==> src/rtl/decode_execute_register.sv <==
// Decode-to-execute pipeline register with load-use bubble insertion, stall/flush
// handling and a saturating count of inserted bubbles.
module decode_execute_register #(
    parameter int unsigned DATA_W = 32,
    parameter int unsigned REG_W  = 4,
    parameter int unsigned CNT_W  = 16
) (
    input  logic              clk,
    input  logic              rst,
    input  logic              stall,
    input  logic              flush,
    input  logic              valid_D,
    input  logic              regwBoolean_D,
    input  logic              memwBoolean_D,
    input  logic              MemrBoolean_D,
    input  logic              FlagW_D,
    input  logic [1:0]        ALUControl_D,
    input  logic [DATA_W-1:0] SrcA_D,
    input  logic [DATA_W-1:0] SrcB_D,
    input  logic [DATA_W-1:0] WriteData_D,
    input  logic [REG_W-1:0]  Rd_D,
    input  logic [REG_W-1:0]  Rs1_D,
    input  logic [REG_W-1:0]  Rs2_D,
    output logic              valid_E,
    output logic              regwBoolean_E,
    output logic              memwBoolean_E,
    output logic              MemrBoolean_E,
    output logic              FlagW_E,
    output logic [1:0]        ALUControl_E,
    output logic [DATA_W-1:0] SrcA_E,
    output logic [DATA_W-1:0] SrcB_E,
    output logic [DATA_W-1:0] WriteData_E,
    output logic [REG_W-1:0]  Rd_E,
    output logic [REG_W-1:0]  Rs1_E,
    output logic [REG_W-1:0]  Rs2_E,
    output logic              load_use_stall,
    output logic [CNT_W-1:0]  bubble_count
);

    logic              r_valid;
    logic              r_regw;
    logic              r_memw;
    logic              r_memr;
    logic              r_flagw;
    logic [1:0]        r_alu;
    logic [DATA_W-1:0] r_src_a;
    logic [DATA_W-1:0] r_src_b;
    logic [DATA_W-1:0] r_wdata;
    logic [REG_W-1:0]  r_rd;
    logic [REG_W-1:0]  r_rs1;
    logic [REG_W-1:0]  r_rs2;
    logic [CNT_W-1:0]  r_bubbles;

    logic w_load_use;
    logic w_cnt_sat;

    // No register-0 exemption: a load targeting r0 still stalls its consumer.
    assign w_load_use = r_valid & r_memr & valid_D &
                        ((r_rd == Rs1_D) | (r_rd == Rs2_D));
    assign w_cnt_sat  = &r_bubbles;

    always_ff @(posedge clk or negedge rst) begin
        if (!rst) begin
            r_valid   <= 1'b0;
            r_regw    <= 1'b0;
            r_memw    <= 1'b0;
            r_memr    <= 1'b0;
            r_flagw   <= 1'b0;
            r_alu     <= 2'b00;
            r_src_a   <= '0;
            r_src_b   <= '0;
            r_wdata   <= '0;
            r_rd      <= '0;
            r_rs1     <= '0;
            r_rs2     <= '0;
            r_bubbles <= '0;
        end else if (flush || (!stall && w_load_use)) begin
            r_valid   <= 1'b0;
            r_regw    <= 1'b0;
            r_memw    <= 1'b0;
            r_memr    <= 1'b0;
            r_flagw   <= 1'b0;
            r_alu     <= 2'b00;
            r_src_a   <= '0;
            r_src_b   <= '0;
            r_wdata   <= '0;
            r_rd      <= '0;
            r_rs1     <= '0;
            r_rs2     <= '0;
            // Only a genuine load-use bubble is counted; a flush wins without counting.
            if (!flush && !w_cnt_sat) begin
                r_bubbles <= r_bubbles + 1'b1;
            end
        end else if (!stall) begin
            r_valid   <= valid_D;
            r_regw    <= valid_D & regwBoolean_D;
            r_memw    <= valid_D & memwBoolean_D;
            r_memr    <= valid_D & MemrBoolean_D;
            r_flagw   <= valid_D & FlagW_D;
            r_alu     <= valid_D ? ALUControl_D : 2'b00;
            r_src_a   <= SrcA_D;
            r_src_b   <= SrcB_D;
            r_wdata   <= WriteData_D;
            r_rd      <= Rd_D;
            r_rs1     <= Rs1_D;
            r_rs2     <= Rs2_D;
        end
    end

    assign valid_E        = r_valid;
    assign regwBoolean_E  = r_regw;
    assign memwBoolean_E  = r_memw;
    assign MemrBoolean_E  = r_memr;
    assign FlagW_E        = r_flagw;
    assign ALUControl_E   = r_alu;
    assign SrcA_E         = r_src_a;
    assign SrcB_E         = r_src_b;
    assign WriteData_E    = r_wdata;
    assign Rd_E           = r_rd;
    assign Rs1_E          = r_rs1;
    assign Rs2_E          = r_rs2;
    assign load_use_stall = w_load_use;
    assign bubble_count   = r_bubbles;

endmodule
==> config.mk <==
export PLATFORM = sky130hd
export DESIGN_NAME = decode_execute_register
export DESIGN_NICKNAME = d
export VERILOG_FILES = /design/src/rtl/decode_execute_register.sv
export SDC_FILE = /design/constraint.sdc
export NUM_CORES = 1
export LEC_CHECK = 0
export ABC_CLOCK_PERIOD_IN_PS = 2450
export CORE_ASPECT_RATIO = 2
export CORE_UTILIZATION = 30
export CTS_BUF_LIST = sky130_fd_sc_hd__clkbuf_8
export DETAILED_ROUTE_END_ITERATION = 6
export HOLD_SLACK_MARGIN = 0.1
export PLACE_DENSITY = 0.71
export SYNTH_ARGS = -nofsm -noshare
export SYNTH_HDL_FRONTEND = slang
export SYNTH_SLANG_ARGS = --single-unit
export TNS_END_PERCENT = 10
==> constraint.sdc <==
create_clock -name clk -period 2.45 [get_ports clk]
set_input_delay 0.3675 -clock clk [delete_from_list [all_inputs] [get_ports clk]]
set_output_delay 0.3675 -clock clk [all_outputs]
set_load 0.005 [all_outputs]
==> results by group <==
Placement
  – Placed cells: 1,084
  – Placer Congestion: 0.829
  – Post-DP HPWL: 13.2 mm
  – PortBufs: 250

Clock network
  – CTS H-Tree Depth: 4
  – CTS tree: yes
  – Clk sink count: 131
  – CTS root buf: clkbuf_8
  – Clock buffer depth: 2
  – Clock Latency Late Sink: 0.45 ns
  – CTS buffer count: 17
  – Clock Pin Slew Worst Setup and Hold Paths: 0.08 ns

Route
  – First-pass DRT Iterations: 7
  – Final WL: 19.2 mm
  – Residual DRC: 0
  – ANT nets after route: 0
  – Vias per std cell: 4.83
  – Initial drt markers: 185
  – Detailed-route wire length per cell: 17.1 microns
  – Vias: 5,402

Yosys
  – Synth Area in Compound Gates: 10.9%
  – Largest cells by area after synthesis: dfrtp_1 (55%), nand3b_1 (14%), a21oi_1 (9.2%), nand2_1 (7.2%), clkbuf_1 (2.4%)
  – Mapped Nets: 722
  – Post-Syn Area: 5910 sq um
  – Post-synth top area share: 55.4%
  – Synth Area in XOR/XNOR: 2.96%
  – Combinational family with the most area after synthesis: simple AND/OR/NAND/NOR gates
  – Simple-gate share of the synthesized area: 26.4%
  – Avg Inst Size Synth: 9.82 sq um
  – Post-synth top area cell: dfrtp_1
  – Adder-Cell Fraction of Synth Area: 0.212%
  – Synth cell types: 34
  – Flops & latches, synth: 131
  – Synth Warn #: 0
  – Synthesized instance count: 602
  – Mux cell area share after synthesis: 0.381%
  – Seq/Total Area, Yosys: 55.4%

STA
  – Fin Clk Skew: 0.0136 ns
  – Post-layout min period: 2.32 ns
  – Fin crit share: 94.5%
  – Hold Slack: 0.260 ns
  – Final hold vios: 0
  – Final setup violation count: 0
  – Setup TNS: 0 ns
  – Slew HR: 53.2%
  – Fmax: 0.432 GHz
  – RSZ-0062 raised after global routing: false
  – Worst-margin pin slew: 0.702 ns
  – Slew Limit Fails: 0

Worst hold path
  – Hold EP: WriteData_E[3]
  – Hold Crit Class: in2reg
  – Hold Crit Depth: 3
  – Worst hold path startpoint: stall

Power and ir drop
  – Comb pwr share: 15.5%
  – Switching Share: 25.5%
  – Sequential share of power: 47.9%
  – Clock network power share: 36.5%
  – Lkg Pwr: 3.75 nW
  – Power per cell area: 525 nW/um^2
  – Internal power: 0.00360 W
  – Pwr Total: 0.00483 W
  – VDD IR max: 299 uV
  – P_sw: 0.00123 W

Setup path
  – Flop-to-flop setup slack: 0.27 ns
  – Highest net fanout along the worst path: 3
  – CP Class: reg2out
  – Reg2reg start: Rd_E[1]
  – Crit. End Element: output port
  – Reg2Reg Depth: 9
  – CP required: 2.08 ns
  – Worst r2r dst: SrcB_E[2]
  – Arr. time, crit path: 1.95 ns
  – Startpoint Class: flop

Floorplan
  – Rows: 72
  – Total die area: 20,300 sq um
  – Initial Util: 30.7%
  – Die X: 101 microns
  – Die Y: 201 microns
  – Core area: 19,300 sq um
  – Boundary pin count: 251

Global routing
  – First-pass GRT wire length: 29.7 mm
  – Vias in the first global route: 5,533
  – Largest net degree at the start of global routing: 79
  – Gr ovfl total: 0
  – Tot GR Track Use: 19.4%
  – Initial antenna violation count: 0

Finish
  – Share of cells above drive strength 1: 8.37%
  – # diodes: 0
  – Area delta synth->final: 55.5%
  – Final Util: 47.7%
  – Final std cells w/o fill: 1,119
  – Nets: 968

Run status
  – Status: finished, final reports clean

Run
  – Total of max-cap violations: 0
-- synthesized netlist by cell type --
cell type	n
or4_1	1
ha_1	1
xor2_1	14
nand3_1	8
xnor2_1	6
buf_4	1
nor2_1	14
a22oi_1	1
mux2_2	1
clkinv_1	1
or2_2	2
o2111ai_2	1
nor4_2	1
a21oi_1	109
and3_2	1
a31oi_1	2
a32oi_1	5
nor3_1	3
buf_2	12
nand3b_1	110
mux2_1	1
clkbuf_1	38
inv_1	1
nand2_1	113
o211ai_1	1
o21ai_0	1
nand4_1	9
nor4_4	2
a211o_1	1
dfrtp_1	131
and3_1	4
nor4_1	4
nand4b_1	1
nor2b_1	1
-- per-layer routing --
layer / wire length [microns] / track usage, % / vias to the layer above
met4: 677 / 10.1 / 0
li1: - / - / 2566
met1: 7040 / 19.7 / 2615
met3: 989 / 4.35 / 39
met2: 10500 / 35.6 / 182
met5: 0 / 0 / -
-- timing repair --
| action | in CTS | in global routing |
|---|---|---|
| endpoints found under the hold margin | 44 | 0 |
| setup endpoints to repair | 1 | 0 |
| setup buffers | 3 | 0 |
| resized for setup | 6 | 0 |
| hold buffers | 1 | 0 |
-- flip-flops by register name (all words and copies together), names as in the netlist --
name and flops:
memwBoolean_E 1, Rs1_E 4, Rd_E 4, valid_E 1, regwBoolean_E 1, bubble_count 16, Rs2_E 4, MemrBoolean_E 1
WriteData_E 32, SrcA_E 32, SrcB_E 32, ALUControl_E 2, FlagW_E 1
-- per-stage QoR --
| stage | area (sq um) | worst slack [ns] |
|---|---|---|
| after floorplan | 5910 | 0.508 |
| after global placement | 8770 | -0.169 |
| after detailed placement | 8770 | -0.171 |
| after CTS | 9200 | 0.0609 |
| after global routing | 9200 | 0.0108 |
| final | 9200 | 0.135 |
-- how the worst max path moves through the flow --
stage                               start               to  depth (start not counted)
final                             Rd_E[0]   load_use_stall                          6
after global routing              Rd_E[3]   load_use_stall                          6
after detailed placement         Rs1_D[1]   load_use_stall                          6
after CTS                         Rd_E[2]   load_use_stall                          5
after floorplan           bubble_count[0]  bubble_count[1]                          6
after global placement           Rs2_D[1]   load_use_stall                          7
-- critical path: stages, from the launching register on --
cell and delay (ns):
dfrtp_1 0.42, xor2_1 0.17, nor4_1 0.27, buf_4 0.17, o2111ai_4 0.15, clkinv_2 0.09, dlygate4sd2_1 0.24
-- kinds of logic after synthesis --
kind of cell,Yosys count
simple gates,274
flops,131
compound gates,121
buf+inv,53
xor+xnor,20
mux,2
fa+ha+maj,1
-- placed cells by master, fill, tap and decap left out, drive strengths merged, types with 9 or more instances in the layout --
master and n:
clkdlybuf4s50 246, a21oi 109, nand4 9, clkbuf 21, buf 30, nor2 14, nand2 113, nand3b 110
dfrtp 131, xor2 14
-- layout make-up --
cell class / instances / area, sq um
Fill cell: 1885 / 10100
Sequential cell: 131 / 3280
Timing Repair Buffer: 278 / 2760
Multi-Input combinational cell: 418 / 2440
Tap cell: 259 / 324
Clock buffer: 21 / 289
Clock inverter: 10 / 83.8
Inverter: 2 / 8.76
-- power by group through the flow --
stage,combinational (W),sequential (W),clock (W)
2_1_floorplan,0.000226,0.00236,0
3_3_place_gp,0.000739,0.00235,0
3_5_place_dp,0.000749,0.00236,0
4_1_cts,0.000763,0.00231,0.00184
5_1_grt,0.000816,0.00233,0.00191
6_report,0.000750,0.00231,0.00176
(Power assumes the default switching activity.)
==> patch (same flow settings) <==
`DATA_W`: 32 -> 64.
--- a/src/rtl/decode_execute_register.sv
+++ b/src/rtl/decode_execute_register.sv
@@ -1,7 +1,7 @@
 // Decode-to-execute pipeline register with load-use bubble insertion, stall/flush
 // handling and a saturating count of inserted bubbles.
 module decode_execute_register #(
-    parameter int unsigned DATA_W = 32,
+    parameter int unsigned DATA_W = 64,
     parameter int unsigned REG_W  = 4,
     parameter int unsigned CNT_W  = 16
 ) (
Interface: changed (6 resized); port bits go from 251 to 443. No check against the original RTL was run, so the function may have changed too.
==> patch against the original RTL <==
Via count increased by 26%. Total power increased by 80%. Clock power increased by 93%. Worst hold slack improved by 0.11 ns. Synthesized cell count decreased by 7.5%. Synthesized area increased by 40%. Global-route usage decreased by 0.29 points. Design area increased by 52%. Worst setup slack improved by 0.13 ns. First-iteration DRC count increased by 76%. Sequential cell count increased by 96. Routed wire length increased by 43%. Maximum frequency increased by 6.0%. Largest cell class unchanged.
==> patch: results (changes against the original RTL) <==
[clock_network]
cts_inserted_buffers=35  ; was 17
path_clk_slew_ns=0.06  ; was 0.08 ns
htreeDepth=2  ; was 4
max-clock-path-buffers=3  ; was 2

[worst_setup_path]
worstPathArrival_ns=1.82  ; was 1.95 ns
r2r_end=bubble_count[6]  ; was SrcB_E[2]
cpPeakStageDelay_ns=0.44  ; was 0.42 ns
rr_worst_depth=6  ; was 9
worst-path-max-fanout=4  ; was 3
regToRegSetupSlack_ns=0.34  ; was 0.27 ns
cp_top_family=flip-flops  ; was buffers and inverters

[synthesis]
yosys-top-cells-count=dfrtp_1 (227), a22o_1 (204), clkbuf_1 (28)  ; was dfrtp_1 (131), nand2_1 (113), nand3b_1 (110)
ys_seq_area_frac=0.685  ; was 0.554
synth_cells=557  ; was 602
yosysUniqueCellTypes=32  ; was 34

[detailed_routing]
wl_met3_um=2100  ; was 989 µm
first_iter_violations=325  ; was 185
first_pass_iters=6  ; was 7
drt-met1-wl_um=9920  ; was 7040 µm
routed_via_density=4.94  ; was 4.83
drt_wl_total_um=27400  ; was 19,200 µm

[placed_design]
dp.cells=1321  ; was 1,084
gp_congestion=0.852  ; was 0.829
hpwl_um=19300  ; was 13,200 µm
io_buffer_count=442  ; was 250

[global_route]
grt_use_total=0.191  ; was 0.194
antenna_found_initial=1  ; was 0
grt_use_met1=0.210  ; was 0.197
grt_max_degree=107  ; was 79
use_met2=0.339  ; was 0.356
grt_use_met3=0.0515  ; was 0.0435
grt_pass1_vias=7144  ; was 5,533
grt_pass1_wl_um=41600  ; was 29,700 µm

[pwr]
leakagePower_uw=0.00615  ; was 0.00375 µW
ir_worst_vdd_v=0.000461  ; was 0.000299 V

[run_status]
status=finished, final reports clean  ; unchanged

[timing]
finClkSkew_ns=0.0149  ; was 0.0136 ns
slew_headroom=0.660  ; was 0.532

[cells_and_area]
drive_gt1_frac=0.0918  ; was 0.0837
fillers=2373  ; was 1,885

[worst_hold_path]
hold_class=in2async  ; was in2reg

patch: changes by cell type in the layout (fill, tap and decap cells not counted), moves of 11 or more:
cell | before | now
dfrtp_1 | 129 | 226
a22o_1 | 0 | 204
nand2_1 | 113 | 5
nand3b_1 | 110 | 0
a21oi_1 | 109 | 0
nor2_1 | 14 | 3
clkbuf_8 | 21 | 46
clkdlybuf4s50_1 | 246 | 440
patch: layout make-up:
| cell class | instances | area share |
|---|---|---|
| diodes | 1 | 0.000179 |
| clock buffers | 46 | 0.0452 |
| clock inverters | 13 | 0.00850 |
| inverters | 1 | 0.000268 |
| multi-input cells | 279 | 0.170 |
| flip-flops and latches | 227 | 0.406 |
| well taps | 348 | 0.0311 |
| repair buffers | 469 | 0.338 |
patch: report_power, final:
group | internal [µW] | switching, µW | leakage [µW]
sequential | 3940 | 119 | 0.00303
combinational | 817 | 432 | 0.00273
clock | 1900 | 1500 | 0.000400
patch: through the flow:
stage          setup slack [ns]  cell area [µm²]
3_5_place_dp            -0.0578            13200
2_1_floorplan             0.496             8290
6_report                  0.267            14000
4_1_cts                   0.203            14000
5_1_grt                   0.146            14000
3_3_place_gp           -0.00501            13200
patch: repair_timing:
| item | in CTS | in global routing |
|---|---|---|
| hold endpoints to repair | 45 | 0 |
| endpoints found under the setup margin | 1 | 0 |
| gates resized for setup | 4 | 0 |
| hold buffers | 1 | 0 |
| setup buffers | 2 | 0 |
patch: kinds of logic (layout without fill, tap and decap cells):
group,after synthesis,after routing,share of synthesized area
fa+ha+maj,1,1,0.00151
mux,2,2,0.00272
flops,227,227,0.685
other cells,0,1,0
buf+inv,51,529,0.0308
xor+xnor,22,22,0.0232
compound gates,214,214,0.227
simple gates,40,40,0.0299
